$ cat config.mk
export PLATFORM = sky130hd
export DESIGN_NAME = fetch_buffer
export DESIGN_NICKNAME = d
export VERILOG_FILES = /design/src/rtl/fetch_buffer.sv
export SDC_FILE = /design/constraint.sdc
export NUM_CORES = 2
export LEC_CHECK = 0
export BUFFER_PORTS_ARGS = -buffer_cell sky130_fd_sc_hd__buf_2
export CORE_UTILIZATION = 60
export CTS_CLUSTER_SIZE = 12
export DETAILED_ROUTE_END_ITERATION = 8
export PLACE_DENSITY = 0.8
export SLEW_MARGIN = 10
export SYNTH_ARGS = -nofsm -noshare
export SYNTH_HDL_FRONTEND = slang
export SYNTH_SLANG_ARGS = --single-unit
$ cat constraint.sdc
create_clock -name clk -period 15.49 [get_ports clk]
set_input_delay 3.098 -clock clk [delete_from_list [all_inputs] [get_ports clk]]
set_output_delay 3.098 -clock clk [all_outputs]
set_load 0.005 [all_outputs]
$ cat src/rtl/fetch_buffer.sv
// fetch_buffer: dual-issue instruction queue between fetch and id_stage.
// Accepts up to two instructions per cycle and presents the two oldest
// entries as the a/b decode slots. It pops 0/1/2 entries per cycle and
// discards its contents on flush.
// Optional feature: define FETCH_BUFFER_BYPASS_EN for zero-latency
// fetch-to-decode forwarding when the queue is empty.

package fetch_buffer_pkg;
  typedef logic [5:0] exception_t;
endpackage

module fetch_buffer
  import fetch_buffer_pkg::*;
#(
  parameter int DEPTH = 8
) (
  input  logic             clk,
  input  logic             reset,
  input  logic             flush,
  input  logic             in_a_valid,
  input  logic             in_b_valid,
  input  logic [31:0]      in_a_pc,
  input  logic [31:0]      in_b_pc,
  input  logic [31:0]      in_a_inst,
  input  logic [31:0]      in_b_inst,
  input  logic             in_a_pred_branch_taken,
  input  logic             in_b_pred_branch_taken,
  input  logic [31:0]      in_a_pred_branch_target,
  input  logic [31:0]      in_b_pred_branch_target,
  input  logic             in_a_have_exception,
  input  logic             in_b_have_exception,
  input  exception_t       in_a_exception_type,
  input  exception_t       in_b_exception_type,
  output logic             in_ready,
  input  logic [1:0]       consume,
  output logic             a_valid,
  output logic             b_valid,
  output logic [31:0]      a_pc,
  output logic [31:0]      b_pc,
  output logic [31:0]      a_inst,
  output logic [31:0]      b_inst,
  output logic             a_pred_branch_taken,
  output logic             b_pred_branch_taken,
  output logic [31:0]      a_pred_branch_target,
  output logic [31:0]      b_pred_branch_target,
  output logic             a_have_exception,
  output logic             b_have_exception,
  output exception_t       a_exception_type,
  output exception_t       b_exception_type,
  output logic [$clog2(DEPTH):0] count
);

  localparam int AW = $clog2(DEPTH);
  localparam int CW = AW + 1;

  typedef struct packed {
    logic [31:0] pc;
    logic [31:0] inst;
    logic        pred_taken;
    logic [31:0] pred_target;
    logic        have_exc;
    exception_t  exc_type;
  } entry_t;

  entry_t          mem_r [DEPTH];
  logic [AW-1:0]   rp_r;
  logic [AW-1:0]   wp_r;
  logic [CW-1:0]   count_r;

  entry_t          in_a_s;
  entry_t          in_b_s;
  logic            ready_s;
  logic            push_a_s;
  logic            push_b_s;
  logic [CW-1:0]   push_n_s;
  logic [CW-1:0]   cons_s;
  logic [CW-1:0]   pop_n_s;
  logic [CW-1:0]   wr_n_s;
  logic            wr0_en_s;
  logic            wr1_en_s;
  entry_t          wr0_s;
  entry_t          wr1_s;
  logic            a_valid_s;
  logic            b_valid_s;
  entry_t          a_src_s;
  entry_t          b_src_s;
  entry_t          a_out_s;
  entry_t          b_out_s;

  assign in_a_s = '{pc: in_a_pc, inst: in_a_inst, pred_taken: in_a_pred_branch_taken,
                    pred_target: in_a_pred_branch_target, have_exc: in_a_have_exception,
                    exc_type: in_a_exception_type};
  assign in_b_s = '{pc: in_b_pc, inst: in_b_inst, pred_taken: in_b_pred_branch_taken,
                    pred_target: in_b_pred_branch_target, have_exc: in_b_have_exception,
                    exc_type: in_b_exception_type};

  // Push/pop amounts and write-port selection; ready uses registered count only.
  always_comb begin
    ready_s  = (count_r <= CW'(DEPTH - 2));
    // slot b without slot a is ignored entirely
    push_a_s = ready_s & in_a_valid & ~flush;
    push_b_s = push_a_s & in_b_valid;
    push_n_s = CW'(push_a_s) + CW'(push_b_s);
    cons_s   = CW'(consume);
    // clamp pops to occupancy so a bad consume can never underflow
    if (flush) begin
      pop_n_s = CW'(0);
    end else if (cons_s < count_r) begin
      pop_n_s = cons_s;
    end else begin
      pop_n_s = count_r;
    end
    wr_n_s   = push_n_s;
    wr0_en_s = push_a_s;
    wr1_en_s = push_b_s;
    wr0_s    = in_a_s;
    wr1_s    = in_b_s;
`ifdef FETCH_BUFFER_BYPASS_EN
    // when empty, entries consumed straight from the inputs are never stored
    if ((count_r == CW'(0)) && !flush) begin
      if (cons_s >= push_n_s) begin
        wr_n_s   = CW'(0);
        wr0_en_s = 1'b0;
        wr1_en_s = 1'b0;
      end else if (cons_s == CW'(1)) begin
        wr_n_s   = push_n_s - CW'(1);
        wr0_en_s = push_b_s;
        wr0_s    = in_b_s;
        wr1_en_s = 1'b0;
      end else begin
        wr_n_s   = push_n_s;
      end
    end else begin
      wr_n_s   = push_n_s;
    end
`endif
  end

  // Pointer and occupancy state; reset wins over flush.
  always_ff @(posedge clk) begin
    if (reset) begin
      rp_r    <= AW'(0);
      wp_r    <= AW'(0);
      count_r <= CW'(0);
    end else if (flush) begin
      rp_r    <= AW'(0);
      wp_r    <= AW'(0);
      count_r <= CW'(0);
    end else begin
      rp_r    <= rp_r + pop_n_s[AW-1:0];
      wp_r    <= wp_r + wr_n_s[AW-1:0];
      count_r <= count_r + wr_n_s - pop_n_s;
    end
  end

  // Entry storage; deliberately not reset since outputs are gated by valid.
  always_ff @(posedge clk) begin
    if (wr0_en_s) begin
      mem_r[wp_r] <= wr0_s;
    end
    if (wr1_en_s) begin
      mem_r[wp_r + AW'(1)] <= wr1_s;
    end
  end

  // Head/head+1 selection with valid gating of all data fields.
  always_comb begin
    a_valid_s = (count_r != CW'(0));
    b_valid_s = (count_r >= CW'(2));
    a_src_s   = mem_r[rp_r];
    b_src_s   = mem_r[rp_r + AW'(1)];
`ifdef FETCH_BUFFER_BYPASS_EN
    // empty queue forwards the fetch packet combinationally
    if ((count_r == CW'(0)) && !flush) begin
      a_valid_s = in_a_valid;
      b_valid_s = in_a_valid & in_b_valid;
      a_src_s   = in_a_s;
      b_src_s   = in_b_s;
    end else begin
      a_src_s   = mem_r[rp_r];
    end
`endif
    if (a_valid_s) begin
      a_out_s = a_src_s;
    end else begin
      a_out_s = '0;
    end
    if (b_valid_s) begin
      b_out_s = b_src_s;
    end else begin
      b_out_s = '0;
    end
  end

  assign in_ready             = ready_s;
  assign count                = count_r;
  assign a_valid              = a_valid_s;
  assign b_valid              = b_valid_s;
  assign a_pc                 = a_out_s.pc;
  assign b_pc                 = b_out_s.pc;
  assign a_inst               = a_out_s.inst;
  assign b_inst               = b_out_s.inst;
  assign a_pred_branch_taken  = a_out_s.pred_taken;
  assign b_pred_branch_taken  = b_out_s.pred_taken;
  assign a_pred_branch_target = a_out_s.pred_target;
  assign b_pred_branch_target = b_out_s.pred_target;
  assign a_have_exception     = a_out_s.have_exc;
  assign b_have_exception     = b_out_s.have_exc;
  assign a_exception_type     = a_out_s.exc_type;
  assign b_exception_type     = b_out_s.exc_type;

endmodule

* Word-level counts from Yosys, hierarchy flattened
Memories as Yosys holds them, arrays and structs flattened. A register that Yosys moved wholly into a read port is not among the register bits. Index checks and enable logic that the tools add are counted.
Storage, ports and cells: bits of input ports 215, memories 1, bits in registers 10, bits in writable memories 832
Operators by class: reduce and logical (&&, ||, !) cells 2, bitwise operators 4, magnitude comparators 3, mux-type cells 9, add/subtract/negate cells 7
Memory list:
- mem_r | depth 8, bits a word 104, rd ports 2, clocked after memory_dff 1, write ports 2, line 65 | entry_t mem_r [DEPTH];
Operator list (number):
- 104-bit two-way mux | 2
- 4-bit two-way mux | 2
- 3-bit by 1-bit adder with 3-bit output (second input constant) | 2
- 4-bit by 2-bit adder with 4-bit output | 1
- 4-bit by 2-bit >= comparator with 1-bit output (second input constant) | 1
- 4-bit by 3-bit <= comparator with 1-bit output (second input constant) | 1
- 2-bit by 4-bit < comparator with 1-bit output | 1
- 1-bit two-way mux | 4
- 4-bit nonzero test | 1
- 4-bit subtractor | 1
- 3-bit by 2-bit adder with 3-bit output | 1
- 3-bit adder | 1
- 1-bit AND | 3
- 3-bit two-way mux | 1
- 1-bit by 1-bit adder with 2-bit output | 1
- 2-bit OR reduction | 1
- 1-bit inverter | 1

* Depth between registers and ports, before layout
depth after elaboration 7, gate-level depth with buffers 12, gate-level depth less buffers 12

* Least setup slack after synthesis
No wires, ideal clock.
kind input to register, start input port in_b_valid, end memory mem_r[5][0] (netlist bit) (enable), library setup time 0.754 ns, setup slack 2.863 ns, cell stages on the path 3, arrival 11.873 ns, path buffers 0, cell sequence nor3b_2 -> nand2b_1 -> a311oi_1
RTL lines:
- from (decl) | line 21 | input logic in_b_valid,
- to (decl) | line 65

* Worst setup path in the final report
start register rp_r[0], end output port b_exception_type[1]
On the way: cells in the longest elaborated chain, start to end 3
RTL lines:
- from (decl) | line 66 | logic [AW-1:0] rp_r;
- from (signal assigned) | line 150 | rp_r <= rp_r + pop_n_s[AW-1:0];
- 3-bit by 1-bit adder with 3-bit output | line 171 | b_src_s = mem_r[rp_r + AW'(1)];
- memory read 8 x 104 bit
- 104-bit two-way mux | line 188 | if (b_valid_s) begin
- to (decl) | line 49 | output exception_t b_exception_type,
Every way passes these cells.

==> results.yml <==
grt:
  grt_pass1_wl_um: 199000
  grt_antenna_before_repair: 49
  gr-total-overflow: 0
  grt_usage: 0.335
  grt_pass1_vias: 30700
  grt_max_degree: 92
floorplanning:
  dieArea_mm2: 0.0806
  num_rows: 103
  initial_core_util: 0.605
  die_h_um: 284
  ios: 430
  coreArea_mm2: 0.0789
  die_x_um: 284
cts:
  htreeDepth: 3
  insertion_delay_ns: 0.64
  cts_buffers: 91
  ctsResizeCount: 0
  cts_root_buffer: "clkbuf_16"
  holdBufCountCts: 0
  cts_buffer_depth: 3
  clkSinkCount: 842
  cts_tree: "yes"
  cts_setup_buffers: 0
  clk_pin_slew_ns: 0.06
drt:
  drtPass1Iterations: 6
  routed_wl_um: 135000
  wl_per_cell_um: 32.8
  viasPerCell: 7.12
  drtIter0Drc: 3263
  drtAntennaViolNets: 0
  drc: 0
  vias: 29500
setup_path:
  path_class: "flip-flop to primary output"
  r2r.worst_path.cells: 6
  reg2reg_from: "wp_r[0]"
  worstPathArrival_ns: 5.12
  end_kind: "primary output"
  worstPathMaxFanout: 52
  rrSetupSlack_ns: 11.02
  crit_required_ns: 12.39
  reg2reg_to: "mem_r[7][42]"
  startpoint_type: "flip-flop"
place:
  dpl.hpwl_um: 76500
  gp_congestion: 0.832
  dp_slack_ns: 7.81
  port_buffers: 429
  placed_area_mm2: 0.0507
power_and_ir_drop:
  vdd_drop_max_mv: 0.154
  finalPower_mw: 6.38
  p_leak_nw: 18.0
  powerDensity_mw_per_mm2: 119
layout:
  final_common_cell: "edfxtp_1"
  n_fill_cell: 5226
  fin_area_mm2: 0.0536
  fin_nets: 3218
  area_delta_synth_final_pct: 12.3
  drive_gt1_frac: 0.533
  mostFrequentLayoutCells: "832 x edfxtp_1, 580 x mux2_2, 429 x buf_2, 416 x mux4_2, 252 x mux2_1"
  final_util: 0.679
sta:
  finalSetupTns_ns: 0
  setup_viol: 0
  rsz0062_at_grt: "false"
  hold_violations: 0
  slew_viol_final: 0
  fin_ws_ns: 7.27
  tightest_slew_ns: 1.22
  max_freq_mhz: 122
  fin_skew_ns: 0.0144
  relSlewSlack: 0.184
  finalCriticalPeriod_ns: 8.22
  period_share: 0.531
hold_path:
  holdPathStages: 2
  hold_path_end: "rp_r[2]"
  holdCritPathClass: "flip-flop to flip-flop"
  min_from: "rp_r[2]"
logic_synthesis:
  syn-cell-area_mm2: 0.0477
  synth_nets: 2872
  ys_seq_area_frac: 0.528
  synth-async-reset-ratio: 0
  synth_area_per_cell_um2: 18.0
  synthCells: 2643
  synth_cell_types: 39
  synth_ff_type: "edfxtp_1"
  synth-edff-count: 832
  synth_seq_cells: 842
  ys_warn_count: 0
job:
  max-cap-violations: 0
outcome:
  run_status: "complete, no violations"
==> how the worst max path moves through the flow <==
stage / start / to / slack (ns)
after floorplan: in_b_valid / mem_r[5][0] / 2.86
after global placement: rp_r[0] / b_exception_type[1] / 7.91
after detailed placement: rp_r[0] / b_inst[29] / 7.81
after CTS: rp_r[0] / b_inst[29] / 7.13
after global routing: rp_r[0] / b_exception_type[1] / 6.89
final: rp_r[0] / b_exception_type[1] / 7.27
==> flip-flops by register name (all words and copies together) (netlist names) <==
signal,flops
count,4
mem_r,832
rp_r,3
wp_r,3
==> power breakdown <==
| group | total (mW) | switching (mW) | internal, mW |
|---|---|---|---|
| Combinational | 1.66 | 0.902 | 0.757 |
| Sequential | 2.61 | 0.0397 | 2.57 |
| Clock | 2.10 | 0.894 | 1.21 |
==> through the flow <==
stage | hold slack, ns | std cells
4_1_cts | 0.665 | 4108
5_1_grt | 0.727 | 4128
2_1_floorplan | 0.533 | 2643
6_report | 0.671 | 4136
3_3_place_gp | 0.634 | 3946
3_5_place_dp | 0.645 | 3946
==> Yosys cell counts, types with 2 or more instances <==
| library cell | n | area (µm²) |
|---|---|---|
| buf_2 | 136 | 681 |
| nand2_1 | 8 | 30.0 |
| and2_1 | 8 | 50.1 |
| mux2_1 | 252 | 2840 |
| a21oi_1 | 10 | 50.1 |
| dfxtp_1 | 10 | 200 |
| inv_1 | 9 | 33.8 |
| nor2_1 | 6 | 22.5 |
| buf_6 | 6 | 67.6 |
| mux4_2 | 416 | 9370 |
| buf_4 | 8 | 60.1 |
| ha_1 | 10 | 125 |
| mux2i_1 | 2 | 20.0 |
| a22o_1 | 208 | 1820 |
| mux2_2 | 580 | 6530 |
| nand2b_1 | 10 | 62.6 |
| a311oi_1 | 3 | 26.3 |
| a221oi_1 | 3 | 26.3 |
| nand3_2 | 8 | 80.1 |
| buf_1 | 25 | 93.8 |
| clkbuf_1 | 60 | 225 |
| and3_1 | 3 | 18.8 |
| fa_1 | 4 | 80.1 |
| edfxtp_1 | 832 | 25000 |
| nand3_1 | 3 | 15.0 |
| nor3_1 | 6 | 30.0 |
| xnor2_1 | 5 | 43.8 |
==> routing by layer <==
layer	wire length (µm)	track usage
met5	295	0
met1	48000	0.425
met4	4600	0.135
met2	68100	0.551
met3	14500	0.0881
==> cells by family (layout without fill, tap and decap cells) <==
logic type	count (synthesis)	in the layout	share of synthesized area
XOR/XNOR	8	8	0.00178
AO/OA/AOI/OAI	227	227	0.0408
multiplexers	1250	1250	0.393
buffers and inverters	245	660	0.0244
other	1	29	0.0000786
AND/OR/NAND/NOR	56	56	0.00719
adder cells (fa/ha/maj)	14	14	0.00430
flip-flops	842	842	0.528
==> layout make-up <==
cell class                 instances  area, µm²  area share
clock buffer                     117       2420      0.0451
tap                             1050       1310      0.0245
sequential                       842      25200       0.470
inverter                          10       37.5    0.000701
timing repair buffer             488       2600      0.0486
clock inverter                    45        389     0.00726
multi-input combinational       1556      21600       0.402
antenna                           28       70.1     0.00131
==> critical path, stage by stage (launching register included) <==
cell and delay (ns):
dfxtp_4 0.92, ha_4 0.61, buf_4 0.82, buf_4 0.94, mux4_2 0.61, a22o_1 0.31
buf_2 0.15
Power figures use the tool's default switching activity.
